[src/rtl/terminal_pkg.sv]
// Shared constants, state encoding and byte classification for the terminal writer.
// TERMINAL_FORM_FEED_EN adds the CLEAR state used by the form-feed screen sweep.
package terminal_pkg;

    localparam int unsigned DEFAULT_COLS = 80;
    localparam int unsigned DEFAULT_ROWS = 30;
    localparam int unsigned ADDR_W       = 12;
    localparam int unsigned BYTE_W       = 8;

    localparam logic [BYTE_W-1:0] CH_BS    = 8'h08;
    localparam logic [BYTE_W-1:0] CH_LF    = 8'h0A;
    localparam logic [BYTE_W-1:0] CH_FF    = 8'h0C;
    localparam logic [BYTE_W-1:0] CH_CR    = 8'h0D;
    localparam logic [BYTE_W-1:0] CH_SPACE = 8'h20;
    localparam logic [BYTE_W-1:0] CH_DEL   = 8'h7F;

    typedef enum logic [1:0] {
        ST_IDLE  = 2'd0,
        ST_WRITE = 2'd1
`ifdef TERMINAL_FORM_FEED_EN
        ,
        ST_CLEAR = 2'd2
`endif
    } state_t;

    // Everything from SPACE upward except DEL lands in the text buffer.
    function automatic logic is_printable(logic [BYTE_W-1:0] b);
        return (b >= CH_SPACE) && (b != CH_DEL);
    endfunction

endpackage

[src/rtl/terminal_writer_if.sv]
// Byte-stream handshake and text-buffer RAM write port of the terminal writer.
interface terminal_writer_if;
    import terminal_pkg::*;

    logic [BYTE_W-1:0] i_Byte;
    logic              i_Byte_Valid;
    logic              o_Byte_Ready;
    logic              o_Wr_En;
    logic [ADDR_W-1:0] o_Wr_Addr;
    logic [BYTE_W-1:0] o_Wr_Data;

    modport master (
        output i_Byte, i_Byte_Valid,
        input  o_Byte_Ready, o_Wr_En, o_Wr_Addr, o_Wr_Data
    );

    modport slave (
        input  i_Byte, i_Byte_Valid,
        output o_Byte_Ready, o_Wr_En, o_Wr_Addr, o_Wr_Data
    );

endinterface

[src/rtl/terminal_cursor_ctr.sv]
// Cursor position as col/row counters plus a flat cell index kept in step incrementally.
module terminal_cursor_ctr
    import terminal_pkg::*;
#(
    parameter int unsigned COLS = DEFAULT_COLS,
    parameter int unsigned ROWS = DEFAULT_ROWS,
    localparam int unsigned COL_W = (COLS > 1) ? $clog2(COLS) : 1,
    localparam int unsigned ROW_W = (ROWS > 1) ? $clog2(ROWS) : 1
) (
    input  logic              i_Clk,
    input  logic              i_Reset_L,
    input  logic              advance,
    input  logic              retreat,
    input  logic              newline,
    input  logic              down,
    input  logic              home,
    output logic [COL_W-1:0]  col,
    output logic [ROW_W-1:0]  row,
    output logic [ADDR_W-1:0] index
);

    localparam int unsigned CELLS = COLS * ROWS;

    logic [COL_W-1:0]  col_d;
    logic [ROW_W-1:0]  row_d;
    logic [ADDR_W-1:0] index_d;
    logic              last_col;
    logic              last_row;

    assign last_col = (col == COL_W'(COLS - 1));
    assign last_row = (row == ROW_W'(ROWS - 1));

    // Index moves by +-1 or +-COLS alongside col/row, so no multiply is needed.
    always_comb begin
        col_d   = col;
        row_d   = row;
        index_d = index;
        if (home) begin
            col_d   = '0;
            row_d   = '0;
            index_d = '0;
        end else if (retreat) begin
            if (col != '0) begin
                col_d   = col - COL_W'(1);
                index_d = index - ADDR_W'(1);
            end else begin
                col_d = COL_W'(COLS - 1);
                if (row != '0) begin
                    row_d   = row - ROW_W'(1);
                    index_d = index - ADDR_W'(1);
                end else begin
                    row_d   = ROW_W'(ROWS - 1);
                    index_d = ADDR_W'(CELLS - 1);
                end
            end
        end else if (advance) begin
            if (!last_col) begin
                col_d   = col + COL_W'(1);
                index_d = index + ADDR_W'(1);
            end else begin
                col_d = '0;
                if (!last_row) begin
                    row_d   = row + ROW_W'(1);
                    index_d = index + ADDR_W'(1);
                end else begin
                    row_d   = '0;
                    index_d = '0;
                end
            end
        end else if (newline) begin
            col_d = '0;
            if (!last_row) begin
                row_d   = row + ROW_W'(1);
                index_d = index - ADDR_W'(col) + ADDR_W'(COLS);
            end else begin
                row_d   = '0;
                index_d = '0;
            end
        end else if (down) begin
            if (!last_row) begin
                row_d   = row + ROW_W'(1);
                index_d = index + ADDR_W'(COLS);
            end else begin
                row_d   = '0;
                index_d = ADDR_W'(col);
            end
        end
    end

    always_ff @(posedge i_Clk) begin
        if (!i_Reset_L) begin
            col   <= '0;
            row   <= '0;
            index <= '0;
        end else begin
            col   <= col_d;
            row   <= row_d;
            index <= index_d;
        end
    end

endmodule

[src/rtl/terminal_writer.sv]
// Terminal writer: turns a received byte stream and cursor buttons into text-buffer writes.
// Defining TERMINAL_FORM_FEED_EN makes 0x0C sweep the whole screen with spaces.
module terminal_writer
    import terminal_pkg::*;
#(
    parameter int unsigned COLS = DEFAULT_COLS,
    parameter int unsigned ROWS = DEFAULT_ROWS
) (
    input  logic                    i_Clk,
    input  logic                    i_Reset_L,
    terminal_writer_if.slave        term_bus,
    input  logic                    i_Cursor_Home,
    input  logic                    i_Cursor_Left,
    input  logic                    i_Cursor_Right,
    input  logic                    i_Cursor_Down,
    output logic [ADDR_W-1:0]       o_Cursor,
    output logic                    o_Busy
);

    localparam int unsigned COL_W = (COLS > 1) ? $clog2(COLS) : 1;
    localparam int unsigned ROW_W = (ROWS > 1) ? $clog2(ROWS) : 1;
`ifdef TERMINAL_FORM_FEED_EN
    localparam logic [ADDR_W-1:0] LAST_CELL = ADDR_W'(COLS * ROWS - 1);
`endif

    state_t            state_q;
    state_t            state_d;
    logic              wr_en_q,   wr_en_d;
    logic [ADDR_W-1:0] wr_addr_q, wr_addr_d;
    logic [BYTE_W-1:0] wr_data_q, wr_data_d;
    logic              busy_q;
    logic              ready_c;
    logic              xfer_c;
    logic              cur_adv, cur_ret, cur_nl, cur_down, cur_home;
    logic [COL_W-1:0]  cur_col;
    logic [ROW_W-1:0]  cur_row;
    logic [ADDR_W-1:0] cur_index;
    logic              unused_pos;

    assign ready_c = (state_q == ST_IDLE) && i_Reset_L;
    assign xfer_c  = term_bus.i_Byte_Valid && ready_c;

    // Col/row are kept for observability; only the flat index drives the outputs.
    assign unused_pos = ^{cur_col, cur_row};

    terminal_cursor_ctr #(
        .COLS (COLS),
        .ROWS (ROWS)
    ) u_cursor (
        .i_Clk     (i_Clk),
        .i_Reset_L (i_Reset_L),
        .advance   (cur_adv),
        .retreat   (cur_ret),
        .newline   (cur_nl),
        .down      (cur_down),
        .home      (cur_home),
        .col       (cur_col),
        .row       (cur_row),
        .index     (cur_index)
    );

    always_ff @(posedge i_Clk) begin
        if (!i_Reset_L) begin
            state_q   <= ST_IDLE;
            wr_en_q   <= 1'b0;
            wr_addr_q <= '0;
            wr_data_q <= '0;
            busy_q    <= 1'b0;
        end else begin
            state_q   <= state_d;
            wr_en_q   <= wr_en_d;
            wr_addr_q <= wr_addr_d;
            wr_data_q <= wr_data_d;
            busy_q    <= (state_d != ST_IDLE);
        end
    end

    // Buttons only act in IDLE on a cycle without a byte transfer.
    always_comb begin
        state_d   = state_q;
        wr_en_d   = 1'b0;
        wr_addr_d = wr_addr_q;
        wr_data_d = wr_data_q;
        cur_adv   = 1'b0;
        cur_ret   = 1'b0;
        cur_nl    = 1'b0;
        cur_down  = 1'b0;
        cur_home  = 1'b0;
        unique case (state_q)
            ST_IDLE: begin
                if (xfer_c) begin
                    if (is_printable(term_bus.i_Byte)) begin
                        state_d   = ST_WRITE;
                        wr_en_d   = 1'b1;
                        wr_addr_d = cur_index;
                        wr_data_d = term_bus.i_Byte;
                    end else begin
                        case (term_bus.i_Byte)
                            CH_BS: cur_ret = 1'b1;
                            CH_CR: cur_nl  = 1'b1;
`ifdef TERMINAL_FORM_FEED_EN
                            CH_FF: begin
                                state_d   = ST_CLEAR;
                                wr_en_d   = 1'b1;
                                wr_addr_d = '0;
                                wr_data_d = CH_SPACE;
                            end
`endif
                            CH_LF, CH_DEL: ;
                            default: ;
                        endcase
                    end
                end else if (i_Cursor_Home) begin
                    cur_home = 1'b1;
                end else if (i_Cursor_Left) begin
                    cur_ret = 1'b1;
                end else if (i_Cursor_Right) begin
                    cur_adv = 1'b1;
                end else if (i_Cursor_Down) begin
                    cur_down = 1'b1;
                end
            end
            ST_WRITE: begin
                cur_adv = 1'b1;
                state_d = ST_IDLE;
            end
`ifdef TERMINAL_FORM_FEED_EN
            // The write address register doubles as the sweep position.
            ST_CLEAR: begin
                if (wr_addr_q == LAST_CELL) begin
                    state_d  = ST_IDLE;
                    cur_home = 1'b1;
                end else begin
                    wr_en_d   = 1'b1;
                    wr_addr_d = wr_addr_q + ADDR_W'(1);
                end
            end
`endif
            default: state_d = ST_IDLE;
        endcase
    end

    assign term_bus.o_Byte_Ready = ready_c;
    assign term_bus.o_Wr_En      = wr_en_q;
    assign term_bus.o_Wr_Addr    = wr_addr_q;
    assign term_bus.o_Wr_Data    = wr_data_q;
    assign o_Cursor              = cur_index;
    assign o_Busy                = busy_q;

endmodule

[src/flat_wrapper.sv]
// flat-port wrapper written by rule: the top's interface ports become plain ports
module terminal_writer_flat import terminal_pkg::*;
#(
    parameter int unsigned COLS = DEFAULT_COLS,
    parameter int unsigned ROWS = DEFAULT_ROWS
)
  (i_Clk, i_Reset_L, i_Cursor_Home, i_Cursor_Left, i_Cursor_Right, i_Cursor_Down, o_Cursor, o_Busy, term_bus_i_Byte, term_bus_i_Byte_Valid, term_bus_o_Byte_Ready, term_bus_o_Wr_En, term_bus_o_Wr_Addr, term_bus_o_Wr_Data);
  terminal_writer_if term_bus_i ();
  input  logic i_Clk;
  input  logic i_Reset_L;
  input  logic i_Cursor_Home;
  input  logic i_Cursor_Left;
  input  logic i_Cursor_Right;
  input  logic i_Cursor_Down;
  output logic [ADDR_W-1:0] o_Cursor;
  output logic o_Busy;
  input wire logic [$bits(term_bus_i.i_Byte)-1:0] term_bus_i_Byte;
  input wire logic [$bits(term_bus_i.i_Byte_Valid)-1:0] term_bus_i_Byte_Valid;
  output wire logic [$bits(term_bus_i.o_Byte_Ready)-1:0] term_bus_o_Byte_Ready;
  output wire logic [$bits(term_bus_i.o_Wr_En)-1:0] term_bus_o_Wr_En;
  output wire logic [$bits(term_bus_i.o_Wr_Addr)-1:0] term_bus_o_Wr_Addr;
  output wire logic [$bits(term_bus_i.o_Wr_Data)-1:0] term_bus_o_Wr_Data;
  assign term_bus_i.i_Byte = term_bus_i_Byte;
  assign term_bus_i.i_Byte_Valid = term_bus_i_Byte_Valid;
  assign term_bus_o_Byte_Ready = term_bus_i.o_Byte_Ready;
  assign term_bus_o_Wr_En = term_bus_i.o_Wr_En;
  assign term_bus_o_Wr_Addr = term_bus_i.o_Wr_Addr;
  assign term_bus_o_Wr_Data = term_bus_i.o_Wr_Data;
  terminal_writer #(.COLS(COLS), .ROWS(ROWS)) u_core (.i_Clk(i_Clk), .i_Reset_L(i_Reset_L), .term_bus(term_bus_i), .i_Cursor_Home(i_Cursor_Home), .i_Cursor_Left(i_Cursor_Left), .i_Cursor_Right(i_Cursor_Right), .i_Cursor_Down(i_Cursor_Down), .o_Cursor(o_Cursor), .o_Busy(o_Busy));
endmodule
[config.mk]
export PLATFORM = sky130hd
export DESIGN_NAME = terminal_writer_flat
export DESIGN_NICKNAME = d
export VERILOG_FILES = /design/src/rtl/terminal_pkg.sv /design/src/rtl/terminal_writer_if.sv /design/src/rtl/terminal_cursor_ctr.sv /design/src/rtl/terminal_writer.sv /design/src/flat_wrapper.sv
export SDC_FILE = /design/constraint.sdc
export NUM_CORES = 1
export LEC_CHECK = 0
export CORE_UTILIZATION = 25
export DETAILED_ROUTE_END_ITERATION = 8
export SLEW_MARGIN = 15
export SYNTH_ARGS = -nofsm -noshare
export SYNTH_HDL_FRONTEND = slang
export SYNTH_SLANG_ARGS = --single-unit
[constraint.sdc]
create_clock -name i_Clk -period 2.4 [get_ports i_Clk]
set_input_delay 0.6 -clock i_Clk [delete_from_list [all_inputs] [get_ports i_Clk]]
set_output_delay 0.6 -clock i_Clk [all_outputs]
set_load 0.005 [all_outputs]
==> results of run 1 <==
-- flip-flops by register name, summed over array words and instances (netlist names) --
signal,cells
u_core.term_bus.o_Wr_Addr,12
u_core.u_cursor.index,12
u_core.term_bus.o_Wr_Data,8
u_core.u_cursor.col,7
u_core.u_cursor.row,5
u_core.state_q,2
u_core.o_Busy,1
u_core.term_bus.o_Wr_En,1
-- stage by stage --
step	hold WS [ns]	setup slack, ns
after floorplan	0.445	-0.0248
after global placement	0.455	-0.353
after detailed placement	0.460	-0.401
after CTS	0.470	0.0187
after global routing	0.488	-0.0586
final	0.464	0.0137
-- how the worst max path moves through the flow --
stage / end / slack (ns) / depth (start not counted)
final: u_core.u_cursor.index[10] / 0.01 / 9
after global placement: u_core.u_cursor.index[0] / -0.35 / 8
after floorplan: u_core.u_cursor.index[10] / -0.02 / 10
after global routing: u_core.u_cursor.index[10] / -0.06 / 9
after detailed placement: u_core.u_cursor.index[0] / -0.40 / 8
after CTS: term_bus_o_Byte_Ready / 0.02 / 4
-- cells by family (layout without fill, tap and decap cells) --
kind of cell | count (synthesis) | after routing | synth area share [%]
flops | 48 | 48 | 23.9
other cells | 1 | 1 | 0.0933
compound gates | 161 | 161 | 30.4
xor+xnor | 24 | 24 | 5.23
buf+inv | 58 | 199 | 6.48
fa+ha+maj | 33 | 33 | 10.5
simple gates | 173 | 173 | 23.5
-- final cells by class --
cell class | count | area, sq um | share of cell area (%)
well taps | 211 | 264 | 4.46
inverters | 30 | 113 | 1.90
repair buffers | 161 | 1420 | 24.1
multi-input cells | 392 | 3000 | 50.6
clock inverters | 2 | 10.0 | 0.169
flip-flops and latches | 48 | 970 | 16.4
clock buffers | 6 | 139 | 2.35
-- cells in the final DEF (no fill, tap or decap), drive strengths merged, types with 19 or more instances in the layout --
master,n
clkdlybuf4s50,43
o21ai,27
ha,32
a21oi,31
nand2,64
inv,29
dfxtp,48
buf,111
a21boi,19
nor2,27
-- power breakdown --
part | switching [W] | internal [W]
sequential | 0.0000300 | 0.000830
clock | 0.000340 | 0.000412
combinational | 0.000533 | 0.000521
-- worst min-delay path, stage by stage, from the launching register on --
cell	delay, ns
dfxtp_1	0.31
nand2_1	0.04
a21boi_0	0.07
-- what timing repair did --
action                                  4_1_cts  5_1_grt
resized for setup                            19       25
pin swaps                                    15       17
setup buffers                                 2        5
gates cloned                                  1        0
endpoints found under the setup margin       12       17
-- metal layers --
metal  share of wire (%)  vias up  GRT usage [%]
li1                    -     2112              -
met5                   0        -              0
met1                  45     2108           22.0
met4                 1.9        0           6.78
met2                  48      129           30.1
met3                 4.8       19           3.41
==> results.cfg, run 1 <==
[outcome]
status = finished clean

[die]
fp.coreArea_sq_um = 15400
start_util_pct = 26.1
die_w_um = 129
die_h_um = 129
die_area_sq_um = 16600
io_pins = 50
fp-row-count = 45

[cts]
clock_path_buffers = 2
path_clk_slew_ns = 0.07
cts_buffers = 5
cts_sinks = 48
cts-root-buf = clkbuf_16
cts_hold_buf = 0
insertion_delay_ns = 0.31
htree_levels = 2
cts_tree = built

[setup_path]
rr_worst_depth = 9
r2r_slack_ns = 0.01
crit_fanout = 2
critPathCaptureType = register
crit_start = u_core.u_cursor.col[2]
crit_required_ns = 2.59
path_class = register to register
crit_family = compound AO/OA/AOI/OAI gates
start_kind = register
cpPeakStageDelay_ns = 0.38
crit_chain = inv_2 -> ha_4 -> ha_4 -> a211oi_4 -> o21bai_1 -> o41a_1 -> a221oi_2 -> xor2_1 -> a211o_1
cp_num_buf_inv = 1
timing.critical_path.mode_cell = ha_4
arrival_ns = 2.58
timing.rr.end = u_core.u_cursor.index[10]
r2r-start = u_core.u_cursor.col[2]
slowest_stage = o41a_1

[yosys]
yosys.area.top_type_share_pct = 23.9
syn_nets = 546
synth_most_common_cell = nand2_1
ys.flop_type = dfxtp_1
synthArstFlopShare_pct = 0
yosysWarnings = 0
synth_enable_flop_cells = 0
synthTopCellsByArea = dfxtp_1 24%, ha_1 10%, nand2_1 5.7%
synthCells = 498
syn_area_per_cell_sq_um = 8.07
ys_ff_latch = 48
synth_common_cells = 61 x nand2_1, 48 x dfxtp_1, 32 x ha_1
yosys.cell_types.count = 89
synth_top_area_cell = dfxtp_1
ys_seq_area_share_pct = 23.9
syn_area_sq_um = 4020

[detailed_routing]
via_per_inst = 5.14
num_vias = 4368
drtPass1Iterations = 6
ant_nets = 0
avgRoutedWirePerCell_um = 17.0
drt-total-wl_um = 14400
drc = 0
drt-initial-drc-count = 282

[timing]
setup_viol = 0
maxSlewViolCount = 0
rsz0062_at_grt = true
slew_headroom_pct = 62.0
worst_pin_slew_ns = 0.569
clock.fmax_ghz = 0.419
finalClockSkew_ns = 0.0103
finalCritPeriodShare_pct = 99.4
hold_violations = 0
final.min_clock_period_ns = 2.39
setup-tns-final_ns = 0

[hold_path]
min_to = u_core.term_bus.o_Wr_Data[2]
hold_depth = 2
hold_path_startpoint = u_core.term_bus.o_Wr_Data[2]
hold_class = register to register

[placed_design]
gp_congestion = 0.891
port_buffers = 49
detailed_place.area_sq_um = 5510
dp_cells = 835
hpwl_um = 10700

[flow_run]
drv_cap = 0

[grt]
grt.overflow.total = 0
grt_first_pass_wirelength_um = 22800
grt_max_degree = 23
antenna_found_initial = 0
grt_pass1_vias = 4392
grtUsageTotal_pct = 17.7

[finish]
fin_area_sq_um = 5910
num-nets-final = 686
antenna_cells = 0
final_cells = 850
final.fill_count = 1626
final_layout_size_suffix_gt1_share_pct = 29.3
syn_to_final_growth_pct = 47.2
final_core_util_pct = 38.3

[power]
peakVddDrop_uv = 339
power.leakage_nw = 2.34
total_power_w = 0.00267
pwr_density_cell_nw_per_um2 = 451
Power figures use the tool's default switching activity.
==> inputs of run 2 (changes only) <==
- clock period: 2.4 -> 2.5 ns (I/O delays scaled with it)
==> results.cfg, run 2 (synthesized netlist as in run 1, its figures left out) <==
[outcome]
status = finished clean

[setup_path]
cpPeakStageDelay_ns = 0.38
critPathCaptureType = register
arrival_ns = 2.64
crit_start = u_core.u_cursor.col[2]
crit_chain = inv_2 -> ha_4 -> ha_4 -> a211oi_4 -> o21bai_1 -> o41a_1 -> a221oi_2 -> xor2_1 -> a211o_1
slowest_stage = o41a_1
crit_fanout = 2
path_class = register to register
timing.critical_path.mode_cell = ha_4
start_kind = register
r2r-start = u_core.u_cursor.col[2]
crit_required_ns = 2.68

[detailed_routing]
met1_length_um = 6440
via_per_inst = 5.25
wl_met3_um = 885
ant_nets = 0
drt-initial-drc-count = 270
drt-total-wl_um = 14200
num_vias = 4412
wl_met2_um = 6600
drtPass1Iterations = 6
dr.max_layer_used = met4
avgRoutedWirePerCell_um = 16.9
drc = 0

[cts]
htree_levels = 2
insertion_delay_ns = 0.30
cts_tree = built
clock_path_buffers = 2
cts_buffers = 5
path_clk_slew_ns = 0.07
cts_sinks = 48
cts-root-buf = clkbuf_16

[grt]
grtUsageTotal_pct = 17.6
grt.overflow.total = 0
grt_first_pass_wirelength_um = 22800
grt_max_degree = 23
antenna_found_initial = 0
grt_pass1_vias = 4389

[timing]
finalClockSkew_ns = 0.00547
rsz0062_at_grt = true
final.min_clock_period_ns = 2.45
setup_viol = 0
maxSlewViolCount = 0
worst_pin_slew_ns = 0.613
clock.fmax_ghz = 0.407
slew_headroom_pct = 59.0
finalCritPeriodShare_pct = 98.2
hold_violations = 0
setup-tns-final_ns = 0

[placed_design]
port_buffers = 49
dp_cells = 820
gp_congestion = 0.902
hpwl_um = 10700

[finish]
antenna_cells = 0
final_cells = 841
final_layout_size_suffix_gt1_share_pct = 27.6
syn_to_final_growth_pct = 45.1
num-nets-final = 677
layout_commonest_cell = buf_4
most-common-layout-cells = 88 x buf_4, 60 x nand2_1, 46 x clkdlybuf4s50_1
final.fill_count = 1580

[die]
die_area_sq_um = 16600
start_util_pct = 26.1
fp-row-count = 45
fp.coreArea_sq_um = 15400
io_pins = 50
die_w_um = 129
die_h_um = 129

[hold_path]
hold_class = register to register
hold_path_startpoint = u_core.term_bus.o_Wr_Data[3]

[power]
pwr_density_cell_nw_per_um2 = 441
power.leakage_nw = 2.27
peakVddDrop_uv = 260

[flow_run]
drv_cap = 0
run 2: power breakdown:
group / internal [W] / switching, W
registers: 0.000797 / 0.0000296
logic: 0.000511 / 0.000504
clock network: 0.000399 / 0.000328
total: 0.00171 / 0.000862
run 2: worst paths after layout:
kind	to	slack, ns	cells after the start
worst max-delay path	u_core.u_cursor.index[10]	0.05	9
worst min-delay path	u_core.term_bus.o_Wr_Data[3]	0.47	2
worst max register to register	u_core.u_cursor.index[10]	0.05	9
worst min register to register	u_core.term_bus.o_Wr_Data[3]	0.47	2
run 2: cell type report:
cell class                      count  area, sq um  area share, %
Multi-Input combinational cell    392         2940           50.5
Timing Repair Buffer              152         1390           23.8
Clock buffer                        6          139           2.38
Sequential cell                    48          967           16.6
Tap cell                          211          264           4.53
Inverter                           30          113           1.93
Clock inverter                      2         15.0          0.257
run 2: metrics by stage:
stage               utilization (%)  cell area, sq um  total power (W)  hold WS [ns]  worst slack, ns
floorplan                         -              4040          0.00132         0.460           0.0103
CTS                            37.3              5760          0.00255         0.477         -0.00672
global route                   37.8              5830          0.00271         0.488          -0.0546
global placement               35.1              5420          0.00168         0.457           -0.325
finish                         37.8              5830          0.00257         0.472           0.0459
detailed placement             35.1              5420          0.00170         0.463           -0.329
run 2: per-layer routing:
layer | up-vias | GRT usage [%]
met5 | - | 0
met4 | 0 | 6.51
met3 | 25 | 3.08
met2 | 164 | 29.6
met1 | 2120 | 22.5
li1 | 2103 | -
run 2: critical path, delay by kind of cell, from the launching register on:
family | cells | cell delay, ns
xor+xnor | 1 | 0.15
buf+inv | 1 | 0.05
fa+ha+maj | 2 | 0.49
flops | 1 | 0.34
compound gates | 5 | 1.31
run 2: what timing repair did:
action	CTS	global route
hold buffers	0	0
setup buffers	12	1
endpoints found under the setup margin	6	16
pin swaps	8	13
gates cloned	1	0
resized for setup	24	15
==> inputs of run 3 (changes only) <==
- CORE_UTILIZATION: 25 -> 30
==> results.cfg, run 3 (synthesized netlist as in run 1, its figures left out) <==
[outcome]
status = finished clean

[timing]
maxSlewViolCount = 0
finalCritPeriodShare_pct = 96.2
hold_violations = 0
slew_headroom_pct = 62.6
setup_viol = 0
clock.fmax_ghz = 0.416
finalClockSkew_ns = 0.00830
worst_pin_slew_ns = 0.556
final.min_clock_period_ns = 2.41
rsz0062_at_grt = false
holdWs_ns = 0.464

[setup_path]
timing.rr.end = u_core.u_cursor.index[10]
crit_fanout = 6
start_kind = input pin
r2r_slack_ns = 0.10
arrival_ns = 2.60
crit_start = i_Cursor_Left
crit_required_ns = 2.69
path_class = input pin to register
r2r-start = u_core.u_cursor.col[1]
rr_worst_depth = 10
crit_end = u_core.u_cursor.index[10]
critPathCaptureType = register

[die]
io_pins = 50
fp-row-count = 41
start_util_pct = 31.3
die_w_um = 118
die_h_um = 118
fp.coreArea_sq_um = 12800
die_area_sq_um = 13900

[detailed_routing]
drt-initial-drc-count = 217
drt-total-wl_um = 13200
via_per_inst = 5.46
drc = 0
avgRoutedWirePerCell_um = 16.6
ant_nets = 0
num_vias = 4364
drtPass1Iterations = 5

[power]
switchingPower_w = 0.000827
combPwrFrac_pct = 37.9
power.leakage_nw = 2.22
clkPwrFrac_pct = 28.4
pwr_density_cell_nw_per_um2 = 431
peakVddDrop_uv = 211
intPower_w = 0.00162
pwr-share-seq_pct = 33.6
p_sw_share_pct = 33.8

[finish]
num-nets-final = 674
syn_to_final_growth_pct = 41.2
layout_commonest_cell = buf_4
final_layout_size_suffix_gt1_share_pct = 25.7
final.fill_count = 1296
fin_area_sq_um = 5680
antenna_cells = 0
most-common-layout-cells = 94 x buf_4, 61 x nand2_1, 47 x clkdlybuf4s50_1

[cts]
cts-root-buf = clkbuf_16
htree_levels = 2
path_clk_slew_ns = 0.07
clock_path_buffers = 2
cts_sinks = 48
cts_buffers = 5
cts_tree = built
insertion_delay_ns = 0.30

[grt]
grt_pass1_vias = 4293
grt_first_pass_wirelength_um = 21500
grtUsageTotal_pct = 19.2
grt_max_degree = 23
antenna_found_initial = 0
grt.overflow.total = 0

[placed_design]
detailed_place.area_sq_um = 5370
hpwl_um = 10200
port_buffers = 49
gp_congestion = 0.908

[flow_run]
drv_cap = 0

[hold_path]
hold_depth = 2
hold_class = register to register
-- run 3: routing by layer --
layer  part of all wire, %  vias to the layer above  GRT usage [%]
li1                      -                     2098              -
met1                    45                     2099           24.4
met2                    48                      144           33.1
met3                   4.8                       23           2.71
met4                   2.2                        0           6.01
met5                     0                        -              0
-- run 3: worst min path at each step --
stage                                        startpoint                             to  slack [ns]
after floorplan           u_core.term_bus.o_Wr_Addr[10]  u_core.term_bus.o_Wr_Addr[10]        0.46
after global routing       u_core.term_bus.o_Wr_Addr[3]   u_core.term_bus.o_Wr_Addr[3]        0.49
final                      u_core.term_bus.o_Wr_Addr[7]   u_core.term_bus.o_Wr_Addr[7]        0.46
after detailed placement   u_core.term_bus.o_Wr_Addr[7]   u_core.term_bus.o_Wr_Addr[7]        0.46
after global placement     u_core.term_bus.o_Wr_Addr[8]   u_core.term_bus.o_Wr_Addr[8]        0.45
after CTS                  u_core.term_bus.o_Wr_Addr[7]   u_core.term_bus.o_Wr_Addr[7]        0.47
-- run 3: per-stage QoR --
stage / util, % / instances / power [W] / worst slack (ns) / setup TNS [ns]
2_1_floorplan: - / 498 / 0.00132 / 0.0103 / 0
3_3_place_gp: 41.9 / 787 / 0.00168 / -0.253 / -4.26
3_5_place_dp: 41.9 / 787 / 0.00170 / -0.267 / -4.86
4_1_cts: 43.6 / 796 / 0.00243 / 0.00374 / 0
5_1_grt: 44.3 / 799 / 0.00257 / 0.00972 / 0
6_report: 44.3 / 799 / 0.00245 / 0.0940 / 0
-- run 3: power groups by stage --
stage                     logic, W  registers, W  clock network, W
final                     0.000928      0.000823          0.000696
after global routing       0.00101      0.000826          0.000739
after detailed placement  0.000861      0.000837                 0
after floorplan           0.000479      0.000844                 0
after global placement    0.000844      0.000837                 0
after CTS                 0.000895      0.000823          0.000713
-- run 3: worst max-delay path: stages --
cell             delay, ns
clkdlybuf4s50_1       0.41
or4b_4                0.56
o21ai_4               0.26
buf_4                 0.16
nor4_1                0.05
o21ai_1               0.16
a2111oi_2             0.09
a211o_1               0.28
-- run 3: timing repair --
action / CTS / global route
hold buffers: 0 / 0
buffers inserted: 1 / 3
setup endpoints to repair: 6 / 15
resized for setup: 14 / 10
pin swaps: 9 / 11
-- run 3: area by class of cell --
type                    instances  area, sq um  share of cell area, %
clock buffers                   5          125                   2.20
clock inverters                 3         21.3                  0.375
inverters                      30          113                   1.98
multi-input cells             392         2930                   51.5
flip-flops and latches         48          967                   17.0
well taps                     172          215                   3.79
repair buffers                149         1310                   23.1
